===== config.mk =====
export PLATFORM = sky130hd
export DESIGN_NAME = ysyx_22040386_hazard_ctrl_flat
export DESIGN_NICKNAME = d
export VERILOG_FILES = /design/src/rtl/ysyx_22040386_hazard_ctrl_if.sv /design/src/rtl/ysyx_22040386_hazard_ctrl.sv /design/src/flat_wrapper.sv
export SDC_FILE = /design/constraint.sdc
export NUM_CORES = 1
export LEC_CHECK = 0
export BUFFER_PORTS_ARGS = -buffer_cell sky130_fd_sc_hd__buf_2
export CORE_MARGIN = 10
export CORE_UTILIZATION = 40
export CTS_CLUSTER_SIZE = 40
export DETAILED_ROUTE_END_ITERATION = 16
export MAX_ROUTING_LAYER = met4
export PLACE_DENSITY = 0.79
export SLEW_MARGIN = 20
export SYNTH_ARGS = -nofsm -noshare
export SYNTH_HDL_FRONTEND = slang
export SYNTH_SLANG_ARGS = --single-unit
export TNS_END_PERCENT = 5

===== constraint.sdc =====
create_clock -name i_HAZARD_clk -period 5.75 [get_ports i_HAZARD_clk]
set_input_delay 1.15 -clock i_HAZARD_clk [delete_from_list [all_inputs] [get_ports i_HAZARD_clk]]
set_output_delay 1.15 -clock i_HAZARD_clk [all_outputs]
set_load 0.02 [all_outputs]

===== src/rtl/ysyx_22040386_hazard_ctrl_if.sv =====
// Hazard controller bundle: ID/EX/MEM pipeline status in, stall/flush controls out.
// The pipeline side drives through "master"; the hazard controller sits on "slave".
interface ysyx_22040386_hazard_ctrl_if #(
  parameter int XLEN  = 64,
  parameter int CNT_W = 32
);
  logic             i_HAZARD_id_valid;
  logic [4:0]       i_HAZARD_id_rs1_addr;
  logic [4:0]       i_HAZARD_id_rs2_addr;
  logic             i_HAZARD_id_rs1_used;
  logic             i_HAZARD_id_rs2_used;
  logic             i_HAZARD_ex_MemRead;
  logic [4:0]       i_HAZARD_ex_reg_wr_addr;
  logic             i_HAZARD_ex_redirect;
  logic [XLEN-1:0]  i_HAZARD_ex_target;
  logic             i_HAZARD_mem_busy;

  logic             o_HAZARD_load_use_flag;
  logic             o_HAZARD_jump_flag;
  logic [XLEN-1:0]  o_HAZARD_redirect_pc;
  logic             o_HAZARD_pc_stall;
  logic             o_HAZARD_if_id_stall;
  logic             o_HAZARD_id_ex_stall;
  logic             o_HAZARD_ex_mem_stall;
  logic [CNT_W-1:0] o_HAZARD_stall_cnt;
  logic [CNT_W-1:0] o_HAZARD_flush_cnt;

  modport master (
    output i_HAZARD_id_valid, i_HAZARD_id_rs1_addr, i_HAZARD_id_rs2_addr,
           i_HAZARD_id_rs1_used, i_HAZARD_id_rs2_used, i_HAZARD_ex_MemRead,
           i_HAZARD_ex_reg_wr_addr, i_HAZARD_ex_redirect, i_HAZARD_ex_target,
           i_HAZARD_mem_busy,
    input  o_HAZARD_load_use_flag, o_HAZARD_jump_flag, o_HAZARD_redirect_pc,
           o_HAZARD_pc_stall, o_HAZARD_if_id_stall, o_HAZARD_id_ex_stall,
           o_HAZARD_ex_mem_stall, o_HAZARD_stall_cnt, o_HAZARD_flush_cnt
  );

  modport slave (
    input  i_HAZARD_id_valid, i_HAZARD_id_rs1_addr, i_HAZARD_id_rs2_addr,
           i_HAZARD_id_rs1_used, i_HAZARD_id_rs2_used, i_HAZARD_ex_MemRead,
           i_HAZARD_ex_reg_wr_addr, i_HAZARD_ex_redirect, i_HAZARD_ex_target,
           i_HAZARD_mem_busy,
    output o_HAZARD_load_use_flag, o_HAZARD_jump_flag, o_HAZARD_redirect_pc,
           o_HAZARD_pc_stall, o_HAZARD_if_id_stall, o_HAZARD_id_ex_stall,
           o_HAZARD_ex_mem_stall, o_HAZARD_stall_cnt, o_HAZARD_flush_cnt
  );
endinterface


===== src/rtl/ysyx_22040386_hazard_ctrl.sv =====
// Pipeline hazard controller: load-use bubbles, EX redirects, memory-busy freeze
// with a one-entry pending redirect, and saturating stall/flush statistics.
module ysyx_22040386_hazard_ctrl #(
  parameter int XLEN  = 64,
  parameter int CNT_W = 32
) (
  input logic                          i_HAZARD_clk,
  input logic                          i_HAZARD_rst,
  ysyx_22040386_hazard_ctrl_if.slave   hz
);

  typedef enum logic [1:0] {
    RUN         = 2'd0,
    FREEZE      = 2'd1,
    FREEZE_PEND = 2'd2
  } state_t;

  state_t           state;
  logic [XLEN-1:0]  pend_target;
  logic [CNT_W-1:0] stall_cnt;
  logic [CNT_W-1:0] flush_cnt;

  logic             lu_hit;
  logic             pend_exit;
  logic             load_use_flag;
  logic             jump_flag;
  logic [XLEN-1:0]  redirect_pc;
  logic             pc_stall;
  logic             if_id_stall;
  logic             id_ex_stall;
  logic             ex_mem_stall;

  // Same-cycle hazard decode; priority is freeze > pending exit > live jump > load-use.
  // A FREEZE state with memory already idle behaves like RUN, so live redirects and
  // load-use re-evaluate on the release cycle. Outputs are forced to 0 in reset.
  always_comb begin
    lu_hit = hz.i_HAZARD_id_valid & hz.i_HAZARD_ex_MemRead &
             (hz.i_HAZARD_ex_reg_wr_addr != 5'd0) &
             ((hz.i_HAZARD_id_rs1_used & (hz.i_HAZARD_id_rs1_addr == hz.i_HAZARD_ex_reg_wr_addr)) |
              (hz.i_HAZARD_id_rs2_used & (hz.i_HAZARD_id_rs2_addr == hz.i_HAZARD_ex_reg_wr_addr)));
    pend_exit     = (state == FREEZE_PEND) & ~hz.i_HAZARD_mem_busy;
    load_use_flag = 1'b0;
    jump_flag     = 1'b0;
    redirect_pc   = hz.i_HAZARD_ex_target;
    pc_stall      = 1'b0;
    if_id_stall   = 1'b0;
    id_ex_stall   = 1'b0;
    ex_mem_stall  = 1'b0;
    if (i_HAZARD_rst) begin
      redirect_pc = '0;
    end else if (hz.i_HAZARD_mem_busy) begin
      pc_stall     = 1'b1;
      if_id_stall  = 1'b1;
      id_ex_stall  = 1'b1;
      ex_mem_stall = 1'b1;
    end else if (pend_exit) begin
      jump_flag   = 1'b1;
      redirect_pc = pend_target;
    end else if (hz.i_HAZARD_ex_redirect) begin
      jump_flag = 1'b1;
    end else if (lu_hit) begin
      load_use_flag = 1'b1;
      pc_stall      = 1'b1;
      if_id_stall   = 1'b1;
    end
  end

  // Freeze FSM, first-wins redirect latch and saturating statistics counters.
  always_ff @(posedge i_HAZARD_clk or posedge i_HAZARD_rst) begin
    if (i_HAZARD_rst) begin
      state       <= RUN;
      pend_target <= '0;
      stall_cnt   <= '0;
      flush_cnt   <= '0;
    end else begin
      case (state)
        RUN, FREEZE: begin
          if (hz.i_HAZARD_mem_busy && hz.i_HAZARD_ex_redirect) begin
            state       <= FREEZE_PEND;
            pend_target <= hz.i_HAZARD_ex_target;
          end else if (hz.i_HAZARD_mem_busy) begin
            state <= FREEZE;
          end else begin
            state <= RUN;
          end
        end
        FREEZE_PEND: begin
          if (!hz.i_HAZARD_mem_busy) begin
            state <= RUN;
          end
        end
        default: state <= RUN;
      endcase
      if (pc_stall && (stall_cnt != {CNT_W{1'b1}})) begin
        stall_cnt <= stall_cnt + CNT_W'(1);
      end
      if (jump_flag && (flush_cnt != {CNT_W{1'b1}})) begin
        flush_cnt <= flush_cnt + CNT_W'(1);
      end
    end
  end

  assign hz.o_HAZARD_load_use_flag = load_use_flag;
  assign hz.o_HAZARD_jump_flag     = jump_flag;
  assign hz.o_HAZARD_redirect_pc   = redirect_pc;
  assign hz.o_HAZARD_pc_stall      = pc_stall;
  assign hz.o_HAZARD_if_id_stall   = if_id_stall;
  assign hz.o_HAZARD_id_ex_stall   = id_ex_stall;
  assign hz.o_HAZARD_ex_mem_stall  = ex_mem_stall;
  assign hz.o_HAZARD_stall_cnt     = stall_cnt;
  assign hz.o_HAZARD_flush_cnt     = flush_cnt;

endmodule


===== src/flat_wrapper.sv =====
// flat-port wrapper written by rule: the top's interface ports become plain ports
module ysyx_22040386_hazard_ctrl_flat 
#(
  parameter int XLEN  = 64,
  parameter int CNT_W = 32
)
  (i_HAZARD_clk, i_HAZARD_rst, hz_i_HAZARD_id_valid, hz_i_HAZARD_id_rs1_addr, hz_i_HAZARD_id_rs2_addr, hz_i_HAZARD_id_rs1_used, hz_i_HAZARD_id_rs2_used, hz_i_HAZARD_ex_MemRead, hz_i_HAZARD_ex_reg_wr_addr, hz_i_HAZARD_ex_redirect, hz_i_HAZARD_ex_target, hz_i_HAZARD_mem_busy, hz_o_HAZARD_load_use_flag, hz_o_HAZARD_jump_flag, hz_o_HAZARD_redirect_pc, hz_o_HAZARD_pc_stall, hz_o_HAZARD_if_id_stall, hz_o_HAZARD_id_ex_stall, hz_o_HAZARD_ex_mem_stall, hz_o_HAZARD_stall_cnt, hz_o_HAZARD_flush_cnt);
  ysyx_22040386_hazard_ctrl_if #(.XLEN(XLEN), .CNT_W(CNT_W)) hz_i ();
  input logic i_HAZARD_clk;
  input logic i_HAZARD_rst;
  input wire logic [$bits(hz_i.i_HAZARD_id_valid)-1:0] hz_i_HAZARD_id_valid;
  input wire logic [$bits(hz_i.i_HAZARD_id_rs1_addr)-1:0] hz_i_HAZARD_id_rs1_addr;
  input wire logic [$bits(hz_i.i_HAZARD_id_rs2_addr)-1:0] hz_i_HAZARD_id_rs2_addr;
  input wire logic [$bits(hz_i.i_HAZARD_id_rs1_used)-1:0] hz_i_HAZARD_id_rs1_used;
  input wire logic [$bits(hz_i.i_HAZARD_id_rs2_used)-1:0] hz_i_HAZARD_id_rs2_used;
  input wire logic [$bits(hz_i.i_HAZARD_ex_MemRead)-1:0] hz_i_HAZARD_ex_MemRead;
  input wire logic [$bits(hz_i.i_HAZARD_ex_reg_wr_addr)-1:0] hz_i_HAZARD_ex_reg_wr_addr;
  input wire logic [$bits(hz_i.i_HAZARD_ex_redirect)-1:0] hz_i_HAZARD_ex_redirect;
  input wire logic [$bits(hz_i.i_HAZARD_ex_target)-1:0] hz_i_HAZARD_ex_target;
  input wire logic [$bits(hz_i.i_HAZARD_mem_busy)-1:0] hz_i_HAZARD_mem_busy;
  output wire logic [$bits(hz_i.o_HAZARD_load_use_flag)-1:0] hz_o_HAZARD_load_use_flag;
  output wire logic [$bits(hz_i.o_HAZARD_jump_flag)-1:0] hz_o_HAZARD_jump_flag;
  output wire logic [$bits(hz_i.o_HAZARD_redirect_pc)-1:0] hz_o_HAZARD_redirect_pc;
  output wire logic [$bits(hz_i.o_HAZARD_pc_stall)-1:0] hz_o_HAZARD_pc_stall;
  output wire logic [$bits(hz_i.o_HAZARD_if_id_stall)-1:0] hz_o_HAZARD_if_id_stall;
  output wire logic [$bits(hz_i.o_HAZARD_id_ex_stall)-1:0] hz_o_HAZARD_id_ex_stall;
  output wire logic [$bits(hz_i.o_HAZARD_ex_mem_stall)-1:0] hz_o_HAZARD_ex_mem_stall;
  output wire logic [$bits(hz_i.o_HAZARD_stall_cnt)-1:0] hz_o_HAZARD_stall_cnt;
  output wire logic [$bits(hz_i.o_HAZARD_flush_cnt)-1:0] hz_o_HAZARD_flush_cnt;
  assign hz_i.i_HAZARD_id_valid = hz_i_HAZARD_id_valid;
  assign hz_i.i_HAZARD_id_rs1_addr = hz_i_HAZARD_id_rs1_addr;
  assign hz_i.i_HAZARD_id_rs2_addr = hz_i_HAZARD_id_rs2_addr;
  assign hz_i.i_HAZARD_id_rs1_used = hz_i_HAZARD_id_rs1_used;
  assign hz_i.i_HAZARD_id_rs2_used = hz_i_HAZARD_id_rs2_used;
  assign hz_i.i_HAZARD_ex_MemRead = hz_i_HAZARD_ex_MemRead;
  assign hz_i.i_HAZARD_ex_reg_wr_addr = hz_i_HAZARD_ex_reg_wr_addr;
  assign hz_i.i_HAZARD_ex_redirect = hz_i_HAZARD_ex_redirect;
  assign hz_i.i_HAZARD_ex_target = hz_i_HAZARD_ex_target;
  assign hz_i.i_HAZARD_mem_busy = hz_i_HAZARD_mem_busy;
  assign hz_o_HAZARD_load_use_flag = hz_i.o_HAZARD_load_use_flag;
  assign hz_o_HAZARD_jump_flag = hz_i.o_HAZARD_jump_flag;
  assign hz_o_HAZARD_redirect_pc = hz_i.o_HAZARD_redirect_pc;
  assign hz_o_HAZARD_pc_stall = hz_i.o_HAZARD_pc_stall;
  assign hz_o_HAZARD_if_id_stall = hz_i.o_HAZARD_if_id_stall;
  assign hz_o_HAZARD_id_ex_stall = hz_i.o_HAZARD_id_ex_stall;
  assign hz_o_HAZARD_ex_mem_stall = hz_i.o_HAZARD_ex_mem_stall;
  assign hz_o_HAZARD_stall_cnt = hz_i.o_HAZARD_stall_cnt;
  assign hz_o_HAZARD_flush_cnt = hz_i.o_HAZARD_flush_cnt;
  ysyx_22040386_hazard_ctrl #(.XLEN(XLEN), .CNT_W(CNT_W)) u_core (.i_HAZARD_clk(i_HAZARD_clk), .i_HAZARD_rst(i_HAZARD_rst), .hz(hz_i));
endmodule

==> summary.md <==
| Metric | Value |
|---|---|
| Status | `finished, final reports clean` |
| Core Area | `around 16000 µm²` |
| Post-CTS Resized | `0` |
| Die W | `approximately 150 µm` |
| FF-to-FF End | `u_core.hz.o_HAZARD_stall_cnt[1]` |
| Critical Path Sink Type | `output port` |
| DRT Wirelength | `17.93 mm` |
| Final core occ | `a little over half` |
| Synthesized net count | `759` |
| Root buf cell | `clkbuf_16` |
| Register area share after synthesis | `between 40% and 50%` |
| Period Utilization, post-route | `69.26%` |
| Antenna violations before repair | `1` |
| Synth Cell Area | `6578 µm²` |
| Crit path top cell by count | `buf_2` |
| WS Path Type | `in2out` |
| Startpoint Class | `primary input` |
| Setup WS pre-CTS | `1749 ps` |
| CTS tree | `done` |
| Drt pass-1 iters | `4` |
| Fin worst setup slack | `roughly 1800 ps` |
| Power Total | `2.656 mW` |
| Worst path slowest cell | `nand2b_2` |
| Port Buf Inserts | `220` |
| Share of cells above drive strength 1 | `37.49%` |
| Unrepaired setup endpoints after global routing | `false` |
| CP Data Arrival Time | `about 2800 ps` |
| Clock-pin slew on the worst setup and hold paths | `~60 ps` |
| Async SR Flop Fraction | `100.0%` |
| Vias in the first global route | `between 5000 and 6000` |
| Synth warn | `0` |
| Hold path cells | `1` |
| DIE HEIGHT | `148.2 µm` |
| Area leader, netlist | `dfrtp_1` |
| Largest net degree at the start of global routing | `131` |
| Setup TNS | `0 ps` |
| CTS H-tree lvls | `4` |
| Rows | `46` |
| NumNets Final | `between 900 and 1000` |
| Clk sinks | `130` |
| Worst Reg-to-Reg Cells | `7` |
| Synth Instances | `670` |
| Worst-case clock skew | `6.756 ps` |
| Crit path largest cell delay | `around 560 ps` |
| Hold Crit Class | `reg2reg` |
| Area growth syn-to-layout | `28.67%` |
| EDFF count, synth | `0` |
| Top cell type's share of synthesized area | `approximately half` |
| Initial core utilization | `between 40% and 50%` |
| Final ANT Viol Nets | `0` |
| Critical R2R Launch | `u_core.hz.o_HAZARD_stall_cnt[0]` |
| Hold Fails Final Rpt | `0` |
| Hold endpoint | `u_core.hz.o_HAZARD_flush_cnt[31]` |
| Post-CTS Setup Bufs | `0` |
| Max Cap Viol | `0` |
| Top post-synthesis cells by area | `dfrtp_1 49%, mux2_2 11%, nand2_1 9.0%, xor2_1 5.3%, a21oi_1 4.9%` |
| WP buf/inv | `3` |
| Num ports | `221` |
| Drt wl/cell | `around 16 µm` |
| Slew @ Worst Pin | `847.0 ps` |
| Max Freq | `between 200 and 300 MHz` |
| #FFs+latches synth | `130` |
| PwrDens | `between 300 and 400 nW/µm²` |
| First-pass GRT wire length | `roughly 29 mm` |
| Max IR drop VDD | `between 0.2 and 0.3 mV` |
| Count of cell types in the netlist | `between 40 and 50` |
| LEAKAGE | `about 4.3 nW` |
| Cts-stage hold buffer count | `0` |
| Final global-route overflow total | `0` |
| Reg-to-reg slack, setup | `3330 ps` |
| Gr usage total | `between 15 and 20%` |
| Fill cells | `~1500` |
| CP Data Required Time | `about 4600 ps` |
| Endpoints failing setup | `0` |
| Max Slew Vio Count | `0` |
| Crit path max-delay family | `buffers and inverters` |
| Top FF cell, synth | `dfrtp_1` |
| Worst Path Max Fanout | `35` |
| DP Wirelength | `~13 mm` |
| Max transition margin | `43.53%` |
| Via-per-instance ratio | `about 5` |
| Crit path time final | `3982 ps` |
| DRC violations left | `0` |
| Worst path cell trace | `buf_2, nand2b_2, buf_4, nand2_1, a21oi_1, buf_2` |
| Final GP Congestion | `roughly 0.86` |
| Hold Path Origin | `u_core.hz.o_HAZARD_flush_cnt[31]` |
| Mapped Avg Cell Area | `just under 10 µm²` |
| Worst-Skew Late Latency | `approximately 400 ps` |
| Register area | `3253 µm²` |
| Die ar. | `about 22000 µm²` |
| Drt first-iter violations | `about 230` |
| Area of the multi-input gates | `around 3100 µm²` |
| Max Buffers Root-to-Sink | `2` |
| Vias | `5621` |
| CTS Buf Count | `17` |
[placed cells by master (no fill, tap or decap), types with 2 or more instances in the layout]
cell type,instances
inv_1,11
clkinvlp_4,5
and3_1,10
nor3_1,17
mux2_2,65
or3_1,2
nor4_1,4
and4_1,10
nand3_1,19
xnor2_1,32
nand2b_1,2
and2_1,2
nand2_1,158
clkinv_4,3
nor3b_2,2
clkbuf_8,3
xor2_1,40
bufinv_16,2
a21oi_1,65
nor2b_1,2
clkbuf_16,17
nor2_1,27
ha_1,2
buf_2,220
nand4_1,11
buf_4,5
dfrtp_1,130
[synth_stat cells (2+ instances only)]
cell      number
a21oi_1       65
a31oi_1        2
and2_1         2
and3_1        10
and4_1        10
buf_2          2
buf_4          4
clkbuf_1      28
dfrtp_1      130
ha_1           2
inv_1         12
mux2_2        65
nand2_1      158
nand2b_1       3
nand3_1       19
nand4_1       11
nor2_1        27
nor2b_1        2
nor3_1        17
nor3b_1        2
nor4_1         4
or3_1          2
xnor2_1       32
xor2_1        40
[cell families (layout without fill, tap and decap cells)]
logic type                 Yosys count  after routing  share of synthesized area [%]
other                                0              1                              0
buffers and inverters               48            269                          3.120
and+or+nand+nor                    274            274                          19.10
xor gates and xnor gates            72             72                          9.587
muxes                               66             66                          11.30
AOI/OAI and AO/OA                   78             78                          7.057
DFF                                130            130                          49.46
adders and majority gates            2              2                         0.3804
[cell type report]
cell class | instances | share of cell area (%)
Clock inverter | 11 | 1.538
Multi-Input combinational cell | 492 | 37.02
Sequential cell | 130 | 38.44
Inverter | 12 | 0.5766
Timing Repair Buffer | 226 | 13.69
Clock buffer | 20 | 5.514
Antenna cell | 1 | 0.02957
Tap cell | 216 | 3.193
[worst max path at each step]
| stage | start | end | cells past startpoint |
|---|---|---|---|
| detailed placement | hz_i_HAZARD_mem_busy | hz_o_HAZARD_redirect_pc[33] | 6 |
| global route | hz_i_HAZARD_mem_busy | hz_o_HAZARD_redirect_pc[51] | 6 |
| global placement | hz_i_HAZARD_mem_busy | hz_o_HAZARD_redirect_pc[33] | 6 |
| CTS | hz_i_HAZARD_mem_busy | hz_o_HAZARD_redirect_pc[33] | 6 |
| floorplan | i_HAZARD_rst | hz_o_HAZARD_pc_stall | 4 |
| finish | hz_i_HAZARD_mem_busy | hz_o_HAZARD_redirect_pc[33] | 6 |
[per-layer routing]
metal	vias to the layer above	GRT usage [%]	wire length, µm
met3	30	4.642	1069
met4	0	5.748	422
met5	-	-	0
met2	168	27.18	8749
li1	2692	-	-
met1	2731	19.19	7687
[state kept, by name, indices dropped and copies added (netlist names)]
signal                        count
u_core.hz.o_HAZARD_stall_cnt     32
u_core.state                      2
u_core.hz.o_HAZARD_flush_cnt     32
u_core.pend_target               64
[per-stage QoR]
step / instances / instance area (µm²) / hold WS, ps
final: 1108 / 8463 / 480.6
after global routing: 1108 / 8463 / 494.1
after CTS: 1107 / 8454 / 481.1
after detailed placement: 1076 / 7858 / 474.0
after global placement: 1076 / 7858 / 471.8
after floorplan: 670 / 6581 / 446.3
[power breakdown]
| part | total (mW) | switching, mW | internal, mW |
|---|---|---|---|
| sequential | 1.12 | 0.0870 | 1.04 |
| combinational | 0.457 | 0.261 | 0.197 |
| clock | 1.08 | 0.403 | 0.673 |
(Power assumes the default switching activity.)
